**config.mk**
```make
export PLATFORM = sky130hd
export DESIGN_NAME = mem_port_arbiter
export DESIGN_NICKNAME = d
export VERILOG_FILES = /design/src/rtl/mem_port_arbiter.sv
export SDC_FILE = /design/constraint.sdc
export NUM_CORES = 1
export LEC_CHECK = 0
export CORE_MARGIN = 4
export CORE_UTILIZATION = 44
export CTS_CLUSTER_DIAMETER = 30
export DETAILED_ROUTE_END_ITERATION = 10
export GPL_ROUTABILITY_DRIVEN = 1
export GPL_TIMING_DRIVEN = 0
export PLACE_DENSITY_LB_ADDON = 0.08
export SLEW_MARGIN = 40
export SYNTH_ARGS = -nofsm -noshare
export SYNTH_HDL_FRONTEND = slang
export SYNTH_SLANG_ARGS = --single-unit
export TNS_END_PERCENT = 5
```
**constraint.sdc**
```tcl
create_clock -name clk -period 10.7 [get_ports clk]
set_input_delay 2.675 -clock clk [delete_from_list [all_inputs] [get_ports clk]]
set_output_delay 2.675 -clock clk [all_outputs]
set_load 0.05 [all_outputs]
```
**src/rtl/mem_port_arbiter.sv**
```systemverilog
// mem_port_arbiter
//   Shares one unified memory port between the instruction-fetch requester (IF)
//   and the load/store requester (MEM). MEM normally wins arbitration; a streak
//   counter lets IF through after MAX_MEM_STREAK consecutive MEM grants taken
//   while IF was waiting. A fetch can be cancelled by if_flush at any point; an
//   in-flight cancelled fetch still completes on the bus but is not reported.
//
// Ports
//   clk, rst                 clock (rising edge), asynchronous active-high reset
//   if_req/if_addr/if_flush  fetch request, address, cancel
//   if_rvalid/if_rdata       fetch completion pulse and instruction word
//   if_stall                 if_req & ~if_rvalid
//   mem_req/we/addr/wdata/be load/store request and operands
//   mem_rvalid/mem_rdata     load/store completion pulse and load data (0 for stores)
//   mem_stall                mem_req & ~mem_rvalid
//   bus_req/we/addr/wdata/be registered request towards the memory
//   bus_ready/bus_rdata      transfer completes in any cycle bus_ready is high
//   dbg_state_o              current FSM state (IDLE=0, BUSY_IF=1, BUSY_MEM=2)
//   dbg_streak_o             current MEM streak count
//
// Handshake: a requester raises x_req with stable operands and keeps them until
// the one-cycle x_rvalid pulse (IF may also abandon on if_flush). On the bus
// side bus_req and its operands stay constant until the cycle bus_ready is
// sampled high; that cycle completes the transfer and bus_req drops at its end.

module mem_port_arbiter #(
    parameter int MAX_MEM_STREAK = 4
) (
    input  logic        clk,
    input  logic        rst,
    input  logic        if_req,
    input  logic [31:0] if_addr,
    input  logic        if_flush,
    output logic        if_rvalid,
    output logic [31:0] if_rdata,
    output logic        if_stall,
    input  logic        mem_req,
    input  logic        mem_we,
    input  logic [31:0] mem_addr,
    input  logic [31:0] mem_wdata,
    input  logic [3:0]  mem_be,
    output logic        mem_rvalid,
    output logic [31:0] mem_rdata,
    output logic        mem_stall,
    output logic        bus_req,
    output logic        bus_we,
    output logic [31:0] bus_addr,
    output logic [31:0] bus_wdata,
    output logic [3:0]  bus_be,
    input  logic        bus_ready,
    input  logic [31:0] bus_rdata,
    output logic [1:0]  dbg_state_o,
    output logic [$clog2(MAX_MEM_STREAK+1)-1:0] dbg_streak_o
);

    localparam int SW = $clog2(MAX_MEM_STREAK + 1);
    localparam logic [SW-1:0] STREAK_MAX = SW'(MAX_MEM_STREAK);

    typedef enum logic [1:0] {
        IDLE     = 2'd0,
        BUSY_IF  = 2'd1,
        BUSY_MEM = 2'd2
    } state_t;

    state_t        state_q;
    logic [SW-1:0] streak_q;
    logic [SW-1:0] streak_d;
    logic          drop_q;
    logic          if_rvalid_q;
    logic [31:0]   if_rdata_q;
    logic          mem_rvalid_q;
    logic [31:0]   mem_rdata_q;
    logic          bus_req_q;
    logic          bus_we_q;
    logic [31:0]   bus_addr_q;
    logic [31:0]   bus_wdata_q;
    logic [3:0]    bus_be_q;

    logic if_elig;
    logic mem_elig;
    logic grant_if;
    logic grant_mem;

    // Arbitration decision, only meaningful while IDLE. A requester is not
    // eligible in the cycle its own completion pulse is visible, which hands
    // the port to the other side right after each transfer.
    always_comb begin
        if_elig   = if_req & ~if_flush & ~if_rvalid_q;
        mem_elig  = mem_req & ~mem_rvalid_q;
        grant_if  = 1'b0;
        grant_mem = 1'b0;
        streak_d  = streak_q;
        if (state_q == IDLE) begin
            if ((streak_q == STREAK_MAX) && if_elig) begin
                grant_if = 1'b1;
            end else if (mem_elig) begin
                grant_mem = 1'b1;
            end else if (if_elig) begin
                grant_if = 1'b1;
            end

            // The streak only measures MEM wins taken while IF was waiting.
            if (grant_if || !if_elig) begin
                streak_d = '0;
            end else if (grant_mem && (streak_q != STREAK_MAX)) begin
                streak_d = streak_q + SW'(1);
            end
        end
    end

    always_ff @(posedge clk or posedge rst) begin
        if (rst) begin
            state_q      <= IDLE;
            streak_q     <= '0;
            drop_q       <= 1'b0;
            if_rvalid_q  <= 1'b0;
            if_rdata_q   <= '0;
            mem_rvalid_q <= 1'b0;
            mem_rdata_q  <= '0;
            bus_req_q    <= 1'b0;
            bus_we_q     <= 1'b0;
            bus_addr_q   <= '0;
            bus_wdata_q  <= '0;
            bus_be_q     <= '0;
        end else begin
            if_rvalid_q  <= 1'b0;
            mem_rvalid_q <= 1'b0;
            streak_q     <= streak_d;
            case (state_q)
                IDLE: begin
                    if (grant_if) begin
                        state_q     <= BUSY_IF;
                        drop_q      <= 1'b0;
                        bus_req_q   <= 1'b1;
                        bus_we_q    <= 1'b0;
                        bus_addr_q  <= if_addr;
                        bus_wdata_q <= '0;
                        bus_be_q    <= 4'hF;
                    end else if (grant_mem) begin
                        state_q     <= BUSY_MEM;
                        bus_req_q   <= 1'b1;
                        bus_we_q    <= mem_we;
                        bus_addr_q  <= mem_addr;
                        bus_wdata_q <= mem_wdata;
                        bus_be_q    <= mem_we ? mem_be : 4'hF;
                    end
                end
                BUSY_IF: begin
                    if (if_flush) begin
                        drop_q <= 1'b1;
                    end
                    if (bus_ready) begin
                        state_q   <= IDLE;
                        bus_req_q <= 1'b0;
                        drop_q    <= 1'b0;
                        // A flush seen at any point of the transfer, including
                        // its last cycle, cancels the report.
                        if (!(drop_q || if_flush)) begin
                            if_rvalid_q <= 1'b1;
                            if_rdata_q  <= bus_rdata;
                        end
                    end
                end
                BUSY_MEM: begin
                    if (bus_ready) begin
                        state_q      <= IDLE;
                        bus_req_q    <= 1'b0;
                        mem_rvalid_q <= 1'b1;
                        mem_rdata_q  <= bus_we_q ? 32'h0 : bus_rdata;
                    end
                end
                default: begin
                    state_q   <= IDLE;
                    bus_req_q <= 1'b0;
                end
            endcase
        end
    end

    // A flush arriving in the completion cycle hides the pulse immediately.
    assign if_rvalid    = if_rvalid_q & ~if_flush;
    assign if_rdata     = if_rdata_q;
    assign if_stall     = if_req & ~if_rvalid;
    assign mem_rvalid   = mem_rvalid_q;
    assign mem_rdata    = mem_rdata_q;
    assign mem_stall    = mem_req & ~mem_rvalid_q;
    assign bus_req      = bus_req_q;
    assign bus_we       = bus_we_q;
    assign bus_addr     = bus_addr_q;
    assign bus_wdata    = bus_wdata_q;
    assign bus_be       = bus_be_q;
    assign dbg_state_o  = state_q;
    assign dbg_streak_o = streak_q;

endmodule

```
After elaboration in Yosys (flattened, before gate mapping)
Cells that the tools add are included.
Word-level totals
  output and inout bits: 143
  flip-flop bits (word level): 142
  bits of input ports: 139
  word-level logic and storage cells: 85
Cells by class
  bitwise operators: 10
  $add $sub $neg: 1
  reductions and logical operators: 16
  equal/unequal tests: 8
  multiplexer cells: 38
Operators by type and width (number)
  $mux W32: 5
  $mux W1: 22
  $mux W4: 3
  $ne A3 B3 Y1 const B: 3
  $reduce_and A2 Y1: 4
  $mux W2: 3
  $mux W3: 2
  $reduce_and A3 Y1: 2
  $reduce_bool A2 Y1: 3
  $and A1 B1 Y1: 5
  $not A1 Y1: 5
  $pmux W1 S2: 2
  $pmux W2 S2: 1
  $add A3 B1 Y3 const B: 1
  $eq A3 B3 Y1 const B: 1
  $eq A2 B1 Y1 const B: 1
  $eq A2 B2 Y1 const B: 1
  $logic_and A1 B1 Y1: 2
  $logic_not A2 Y1: 1
  $logic_or A1 B1 Y1: 2
  $ne A2 B1 Y1 const B: 1
  $ne A2 B2 Y1 const B: 1
  $reduce_or A2 Y1: 1
  $logic_not A1 Y1: 1

Depth between registers and ports, before layout
Gate-level depths: netlist (run 1).
  depth in word-level cells: 10
  gate-level depth with buffers: 8
  mapped depth without buffers: 6

Worst setup path after synthesis (run 1)
OpenSTA, ideal clock, no wires.
  kind: in2out
  start point: input if_flush
  end point: output if_stall
  stages on the path: 2
  setup slack: 4.176 ns
  buffers on the path: 0
  data required time: 8.025 ns
  data arrival time: 3.849 ns
  cells stage by stage: nor2b_1 > nor2b_1
On the way
  longest elaborated chain between the ends: 4
RTL lines
  start, declared: line 33  | input logic if_flush,
  $not A1 Y1: line 181  | assign if_rvalid = if_rvalid_q & ~if_flush;
  $and A1 B1 Y1: line 181
  $not A1 Y1: line 183  | assign if_stall = if_req & ~if_rvalid;
  $and A1 B1 Y1: line 183
  end, declared: line 36  | output logic if_stall,
Every way passes these cells.

Worst setup path in the final report (run 1)
  start point: input if_flush
  end point: output if_rvalid
On the way
  longest elaborated chain between the ends: 2
RTL lines
  $not A1 Y1: line 181
  $and A1 B1 Y1: line 181
  end, declared: line 34  | output logic if_rvalid,
Every way passes these cells.

==> results.yml, run 1 <==
route:
  drcViolationCount: 0
  drt_iter0_markers: 305
  vias: 5001
  firstDrtPassIters: 4
  final_antenna_net_count: 0
  routed_wl_um: 17500
  vias_per_cell: 5.093
  wire_per_inst_um: 17.82
floorplanning:
  fp.dieH_um: 122.5
  core_area_um2: 12720
  fp.dieArea_um2: 15000
  dieWidth_um: 122.5
  num_rows: 41
  io_pins: 282
  initial_core_util_pct: 45.32
sta:
  hold_viol: 0
  setup_slack_ns: 3.713
  fmax_ghz: 0.1431
  skew_ns: 0.005386
  setup_viol: 0
  hold_ws_ns: 0.4772
  fin_crit_sh_pct: 65.30
  period_needed_ns: 6.987
  setup_tns_ns: 0
  slew_viol_final: 0
  tightestPinTransition_ns: 0.5921
  rsz0062_at_grt: "no"
  slew_headroom_pct: 60.40
place:
  dpl_worst_slack_ns: 3.702
  placement.io_buffers: 281
  dp_hpwl_um: 13550
  place.gp.congestion: 0.8342
layout:
  diodes: 0
  final_nets: 941
  syn_to_final_growth_pct: 63.87
  layout-drive-gt1-share_pct: 10.74
run_status:
  status: "complete, no violations"
clock_network:
  cts_max_level: 4
  cts.sinks: 142
  cts_hold_buffers: 0
  cts_made_buffers: 17
  cts_resized: 0
  clk_latency_ns: 0.41
  postCtsSetupRepairBufs: 0
  cts_tree: "yes"
  cts-root-buf: "clkbuf_16"
  path_clk_slew_ns: 0.05
  clk_path_buf_depth: 2
power_and_ir_drop:
  net-switching-power_mw: 1.540
  netSwitchingFraction_pct: 46.08
  pwr-share-clk_pct: 18.4
  power_frac_seq_pct: 26.8
  p_int_mw: 1.802
  comb_power_share_pct: 54.8
  p_leak_nw: 4.113
  power.density_nw_per_um2: 353.6
  ir_worst_vdd_mv: 0.2088
synth:
  synth_area_leaders: "dfrtp_1, mux2_2, a22o_1"
  syn-cell-area_um2: 5766
  synth.distinct_cells: 35
  avgSynthCellArea_um2: 11.62
  synth.most_common_cell: "dfrtp_1"
  synthCells: 496
  synth_top_family_by_area: "compound AO/OA/AOI/OAI gates"
  async_flop_share_pct: 100.0
  synth_xor_area_share_pct: 0
  synth-main-ff-cell: "dfrtp_1"
  yosysTopAreaCellShare_pct: 61.63
  syn-num-nets: 640
  synthAdderAreaFrac_pct: 1.085
  synthMuxAreaShare_pct: 6.424
  synth-compound-area-share_pct: 16.47
  yosysTopAreaCell: "dfrtp_1"
  ys_top_cells_by_count: "dfrtp_1, nand2_1, o21ai_1, o22ai_1"
  synth_seq_area_share_pct: 61.63
  yosysWarnings: 0
  synth_seq_cells: 142
  synth_edf_count: 0
  synth_simple_gate_area_share_pct: 10.39
worst_setup_path:
  cp_max_fo: 4
  crit_path_end_kind: "output pin"
  critPathRequiredTime_ns: 8.03
  cp.arrival_ns: 4.31
  worst-setup-path-type: "in2out"
  cp-start-kind: "input pin"
global_route:
  grt_max_degree: 84
  antenna_found_initial: 0
  grtUsageTotal_pct: 23.94
  grt_overflow: 0
  grt_pass1_wl_um: 27790
  grt_pass1_vias: 5449
worst_hold_path:
  hold_class: "reg2reg"
flow_run:
  max_cap_violations: 0
-- flip-flops by register name, indices dropped and copies added, names as in the netlist --
| name | count |
|---|---|
| bus_req | 1 |
| if_rdata | 32 |
| bus_addr | 32 |
| if_rvalid_q | 1 |
| bus_wdata | 32 |
| dbg_state_o | 2 |
| mem_rdata | 32 |
| drop_q | 1 |
| mem_rvalid | 1 |
| bus_we | 1 |
| dbg_streak_o | 3 |
| bus_be | 4 |
-- metal layers --
metal | GRT usage, % | vias to the layer above | share of wire, %
li1 | - | 2351 | -
met1 | 27.75 | 2428 | 38
met2 | 40.95 | 196 | 51
met3 | 9.124 | 26 | 9.2
met4 | 7.838 | 0 | 1.7
met5 | 0 | - | 0
-- cell usage in the layout (no fill, tap or decap), types with 2 or more instances in the layout --
cell type | netlist | layout
o22ai_1 | 36 | 36
clkbuf_1 | 16 | 22
a22o_1 | 32 | 32
nand2b_1 | 32 | 32
nand3_1 | 2 | 2
buf_4 | 3 | 3
ha_1 | 5 | 5
clkbuf_8 | 0 | 3
mux2_2 | 32 | 32
dfrtp_1 | 142 | 142
buf_2 | 13 | 13
o21ai_0 | 26 | 26
nor2_1 | 8 | 8
buf_6 | 4 | 4
inv_1 | 9 | 8
clkinv_2 | 0 | 2
bufinv_16 | 0 | 4
o21ai_2 | 2 | 2
nor2b_1 | 3 | 3
clkdlybuf4s50_1 | 0 | 281
o21ai_1 | 41 | 41
nand2_1 | 70 | 70
a31oi_1 | 4 | 4
clkbuf_16 | 0 | 17
-- critical path, stage by stage --
cell and delay, ns:
clkdlybuf4s50_1 0.51, nor2b_1 0.26, clkdlybuf4s50_1 0.86
-- final timing paths --
check	to	slack (ns)	cells after the start	start
max	if_rvalid	3.71	3	if_flush
min	mem_rdata[31]$_DFFE_PP0P_	0.48	2	mem_rdata[31]$_DFFE_PP0P_
max reg2reg	bus_addr[5]$_DFFE_PP0P_	8.74	7	dbg_state_o[0]$_DFFE_PP0P_
min reg2reg	mem_rdata[31]$_DFFE_PP0P_	0.48	2	mem_rdata[31]$_DFFE_PP0P_
max in group asynchronous	if_rdata[20]$_DFFE_PP0P_	7.23	3	rst
min in group asynchronous	bus_wdata[26]$_DFFE_PP0P_	2.78	2	rst
-- power by group through the flow --
stage	Clock (mW)	Sequential [mW]	Combinational, mW
floorplan	0	1.69	0.380
global placement	0	0.894	1.81
detailed placement	0	0.902	1.84
CTS	0.624	0.898	1.85
global route	0.648	0.930	1.92
finish	0.614	0.897	1.83
-- per-stage QoR --
stage / instance area, um^2 / util [%] / instances / total power, mW
final: 9448 / 74.26 / 982 / 3.341
after global routing: 9448 / 74.26 / 982 / 3.497
after floorplan: 5766 / - / 496 / 2.070
after global placement: 8793 / 69.12 / 949 / 2.703
after CTS: 9448 / 74.26 / 982 / 3.367
after detailed placement: 8828 / 69.39 / 950 / 2.743
-- cell type report --
| class | instances | area [um^2] |
|---|---|---|
| buffer | 36 | 192.7 |
| clock inverter | 6 | 130.1 |
| inverter | 10 | 45.04 |
| timing repair buffer | 282 | 2840 |
| multi-input combinational | 308 | 1982 |
| fill | 948 | 3274 |
| sequential | 142 | 3553 |
| tap | 172 | 215.2 |
| clock buffer | 26 | 489.2 |
-- cell families after synthesis --
| family | Yosys count |
|---|---|
| adder cells (fa/ha/maj) | 5 |
| multiplexers | 33 |
| AND/OR/NAND/NOR | 122 |
| flip-flops | 142 |
| buffers and inverters | 46 |
| AO/OA/AOI/OAI | 148 |
Note: power is estimated with default switching activity, not from simulation.
==> run 2, diff against run 1 <==
--- a/config.mk
+++ b/config.mk
@@ -6,7 +6,7 @@
 export NUM_CORES = 1
 export LEC_CHECK = 0
 export CORE_MARGIN = 4
-export CORE_UTILIZATION = 44
+export CORE_UTILIZATION = 41
 export CTS_CLUSTER_DIAMETER = 30
 export DETAILED_ROUTE_END_ITERATION = 10
 export GPL_ROUTABILITY_DRIVEN = 1
==> constraint.sdc (replaced) <==
create_clock -name clk -period 6.79 [get_ports clk]
set_input_delay 1.6975 -clock clk [delete_from_list [all_inputs] [get_ports clk]]
set_output_delay 1.6975 -clock clk [all_outputs]
set_load 0.05 [all_outputs]
==> results.yml, run 2 (same netlist as run 1, synthesis figures left out) <==
run_status:
  status: "complete, no violations"
floorplanning:
  num_rows: 43
  initial_core_util_pct: 41.70
  dieWidth_um: 126.6
  io_pins: 282
  fp.dieH_um: 126.6
  fp.dieArea_um2: 16020
  core_area_um2: 13830
sta:
  fin_crit_sh_pct: 74.25
  rsz0062_at_grt: "no"
  hold_viol: 0
  slew_headroom_pct: 62.39
  tightestPinTransition_ns: 0.5624
  skew_ns: 0.01112
  fmax_ghz: 0.1984
  slew_viol_final: 0
  setup_slack_ns: 1.749
  period_needed_ns: 5.041
  setup_viol: 0
clock_network:
  cts_tree: "yes"
  path_clk_slew_ns: 0.06
  cts_resized: 0
  postCtsSetupRepairBufs: 0
  cts-root-buf: "clkbuf_16"
  cts_hold_buffers: 0
  clk_path_buf_depth: 2
  cts_made_buffers: 17
  clk_latency_ns: 0.41
  cts_max_level: 4
  cts.sinks: 142
worst_hold_path:
  hold_depth: 2
  hold_class: "reg2reg"
layout:
  nFillCells: 1058
  final_nets: 941
  finalNonFillerCells: 990
  multi_input_area_um2: 1982
  mostFrequentLayoutCell: "clkdlybuf4s50_1"
  final_cell_mix: "clkdlybuf4s50_1, dfrtp_1, nand2_1"
  seq_area_um2: 3553
  final_area_um2: 9473
  layout-drive-gt1-share_pct: 11.23
  syn_to_final_growth_pct: 64.30
  diodes: 0
place:
  dpl_worst_slack_ns: 1.759
  placement.io_buffers: 281
  dp_hpwl_um: 13160
  place.gp.congestion: 0.7854
  placed_cell_area_um2: 8838
  dp_cells: 958
route:
  wire_per_inst_um: 17.19
  drcViolationCount: 0
  vias: 4957
  routed_wl_um: 17020
  final_antenna_net_count: 0
  drt_iter0_markers: 265
  vias_per_cell: 5.007
  firstDrtPassIters: 4
flow_run:
  max_cap_violations: 0
global_route:
  antenna_found_initial: 0
  grt_max_degree: 82
  grt_pass1_vias: 5393
  grtUsageTotal_pct: 21.60
  grt_overflow: 0
  grt_pass1_wl_um: 27540
power_and_ir_drop:
  ir_worst_vdd_mv: 0.3167
  p_leak_nw: 4.121
  total_power_mw: 5.268
  power.density_nw_per_um2: 556.1
worst_setup_path:
  ff2ff_path_depth: 6
  worst-setup-path-type: "in2out"
  critPathRequiredTime_ns: 5.09
  cp-start-kind: "input pin"
  cp.arrival_ns: 3.34
  cp_max_fo: 4
  crit_path_end_kind: "output pin"
## run 2: cell types whose count changed in the layout (fill, tap and decap cells not counted), sizes merged
cell,previous run,this run
clkbuf,42,38
clkinvlp,0,1
clkinv,2,5
## run 2: through the flow
step                      utilization [%]  setup TNS, ns  hold slack, ns
final                               68.51              0          0.4820
after global routing                68.51              0          0.5099
after CTS                           68.51              0          0.4878
after detailed placement            63.92              0          0.4751
after global placement              63.67         -73.42          0.4627
after floorplan                         -              0          0.4991
## run 2: final timing paths
check | from | end | slack, ns
setup / recovery | if_flush | if_stall | 1.75
min in group asynchronous | rst | if_rdata[1]$_DFFE_PP0P_ | 1.70
hold / removal | mem_rdata[11]$_DFFE_PP0P_ | mem_rdata[11]$_DFFE_PP0P_ | 0.48
hold reg to reg | mem_rdata[11]$_DFFE_PP0P_ | mem_rdata[11]$_DFFE_PP0P_ | 0.48
max in group asynchronous | rst | bus_addr[19]$_DFFE_PP0P_ | 4.36
setup reg to reg | dbg_state_o[1]$_DFFE_PP0P_ | if_rdata[18]$_DFFE_PP0P_ | 4.83
## run 2: layout make-up
class	count	share of cell area [%]
inverter	10	0.4755
tap	180	2.377
multi-input combinational	308	20.92
timing repair buffer	282	29.98
clock inverter	10	1.691
sequential	142	37.51
buffer	36	2.034
clock buffer	22	5.006
## run 2: critical path: stages
cell,delay (ns)
clkdlybuf4s50_1,0.59
nor2b_1,0.10
nor2b_1,0.11
clkdlybuf4s50_1,0.84
## run 2: power breakdown
part           internal, mW  switching (mW)
sequential             1.21           0.208
clock                 0.643           0.340
combinational         0.984            1.88
total                  2.84            2.43
## run 2: per-layer routing
layer	share of wire (%)	track usage (%)
met2	52	37.20
met1	38	25.52
met5	0	0
met4	2.0	6.435
met3	7.9	7.579
==> run 3, diff against run 2 <==
--- a/config.mk
+++ b/config.mk
@@ -6,7 +6,7 @@
 export NUM_CORES = 1
 export LEC_CHECK = 0
 export CORE_MARGIN = 4
-export CORE_UTILIZATION = 41
+export CORE_UTILIZATION = 37
 export CTS_CLUSTER_DIAMETER = 30
 export DETAILED_ROUTE_END_ITERATION = 10
 export GPL_ROUTABILITY_DRIVEN = 1
==> constraint.sdc (replaced) <==
create_clock -name clk -period 4.6 [get_ports clk]
set_input_delay 1.15 -clock clk [delete_from_list [all_inputs] [get_ports clk]]
set_output_delay 1.15 -clock clk [all_outputs]
set_load 0.05 [all_outputs]
==> results.yml, run 3 (same netlist as run 1, synthesis figures left out) <==
run_status:
  status: "complete, no violations"
layout:
  final_area_um2: 9568
  final_nets: 946
  final_cell_mix: "clkdlybuf4s50_1, dfrtp_1, nand2_1"
  layout-drive-gt1-share_pct: 11.69
  finalNonFillerCells: 1024
  diodes: 0
  mostFrequentLayoutCell: "clkdlybuf4s50_1"
  syn_to_final_growth_pct: 65.95
worst_setup_path:
  critPathMaxStageDelay_ns: 0.84
  path_buf_inv: 2
  crit_path_start: "if_flush"
  cp.arrival_ns: 2.79
  r2r_start: "dbg_state_o[1]$_DFFE_PP0P_"
  worst-setup-path-type: "in2out"
  cp-start-kind: "input pin"
  crit_path_end_kind: "output pin"
  critPathRequiredTime_ns: 3.45
  crit_family: "buffers and inverters"
  path_cells: "clkdlybuf4s50_1 > nor2b_1 > nor2b_1 > clkdlybuf4s50_1"
  critPathSlowestCell: "clkdlybuf4s50_1"
  cp_max_fo: 4
flow_run:
  max_cap_violations: 0
global_route:
  grt_pass1_wl_um: 28130
  antenna_found_initial: 0
  grt_max_degree: 27
  grt_overflow: 0
  grtUsageTotal_pct: 19.99
  grt_pass1_vias: 5415
sta:
  hold_ws_ns: 0.4830
  fmax_ghz: 0.2540
  period_needed_ns: 3.937
  slew_viol_final: 0
  tightestPinTransition_ns: 0.5921
  rsz0062_at_grt: "no"
  setup_tns_ns: 0
  fin_crit_sh_pct: 85.59
  skew_ns: 0.007068
  setup_viol: 0
  setup_slack_ns: 0.6630
  hold_viol: 0
  slew_headroom_pct: 60.40
place:
  placement.io_buffers: 281
  placed_cell_area_um2: 8981
  dp_cells: 994
  place.gp.congestion: 0.8521
  dp_hpwl_um: 13820
  dpl_worst_slack_ns: 0.6488
power_and_ir_drop:
  ir_worst_vdd_mv: 0.4120
  p_leak_nw: 4.132
  power.density_nw_per_um2: 804.1
clock_network:
  cts.sinks: 142
  clk_latency_ns: 0.41
  cts-root-buf: "clkbuf_16"
  path_clk_slew_ns: 0.06
  cts_made_buffers: 17
  cts_resized: 0
  cts_hold_buffers: 0
  cts_tree: "yes"
  postCtsSetupRepairBufs: 0
  clk_path_buf_depth: 2
  cts_max_level: 4
worst_hold_path:
  hp-start: "mem_rdata[0]$_DFFE_PP0P_"
  hold_class: "reg2reg"
route:
  wire_per_inst_um: 17.06
  firstDrtPassIters: 4
  routed_wl_um: 17470
  vias_per_cell: 4.828
  vias: 4944
  drt_iter0_markers: 160
  drcViolationCount: 0
  final_antenna_net_count: 0
floorplanning:
  io_pins: 282
  core_area_um2: 15260
  initial_core_util_pct: 37.79
  num_rows: 45
  fp.dieH_um: 132.8
  dieWidth_um: 132.8
  fp.dieArea_um2: 17640
## run 3: cell types whose count changed in the layout (fill, tap and decap cells not counted)
| cell | previous run | this run |
|---|---|---|
| buf_12 | 0 | 4 |
| clkinvlp_4 | 1 | 5 |
| clkbuf_8 | 3 | 1 |
| buf_16 | 1 | 2 |
| bufinv_16 | 4 | 3 |
| clkbuf_1 | 18 | 17 |
| clkinv_4 | 2 | 1 |
| inv_8 | 1 | 0 |
## run 3: worst paths after layout
kind	end	slack (ns)	depth (start not counted)
worst min-delay path	mem_rdata[0]$_DFFE_PP0P_	0.48	2
min in group asynchronous	mem_rdata[26]$_DFFE_PP0P_	1.01	2
worst min register to register	mem_rdata[0]$_DFFE_PP0P_	0.48	2
max in group asynchronous	bus_wdata[17]$_DFFE_PP0P_	2.86	5
worst max register to register	if_rdata[25]$_DFFE_PP0P_	2.63	6
worst max-delay path	if_stall	0.66	4
## run 3: power by group
group          switching [mW]  internal [mW]  leakage [nW]
clock network           0.509          0.858         0.277
logic                    2.78           1.46          2.06
registers               0.297           1.79          1.80
## run 3: worst reg2reg max path: stages (launching register included)
cell      delay, ns
dfrtp_1        0.39
inv_1          0.10
ha_1           0.19
nor4bb_1       0.27
buf_2          0.23
buf_2          0.29
mux2_2         0.38
## run 3: layout make-up
class                   instances  area, um^2
repair buffers                287        2948
well taps                     211       264.0
inverters                      10       41.29
multi-input cells             308        1982
fillers                      1272        5690
clock buffers                  19       442.9
plain buffers                  36       192.7
flip-flops and latches        142        3553
clock inverters                11       143.9
## run 3: stage by stage
stage	total power, mW	util (%)
2_1_floorplan	4.816	-
3_3_place_gp	6.296	57.97
3_5_place_dp	6.381	58.86
4_1_cts	7.771	62.71
5_1_grt	8.069	62.71
6_report	7.694	62.71
## run 3: per-layer routing
metal	GRT usage (%)	share of wire, %
met5	0	0
met2	33.94	50
met1	23.93	41
met4	6.120	1.5
met3	6.996	7.5
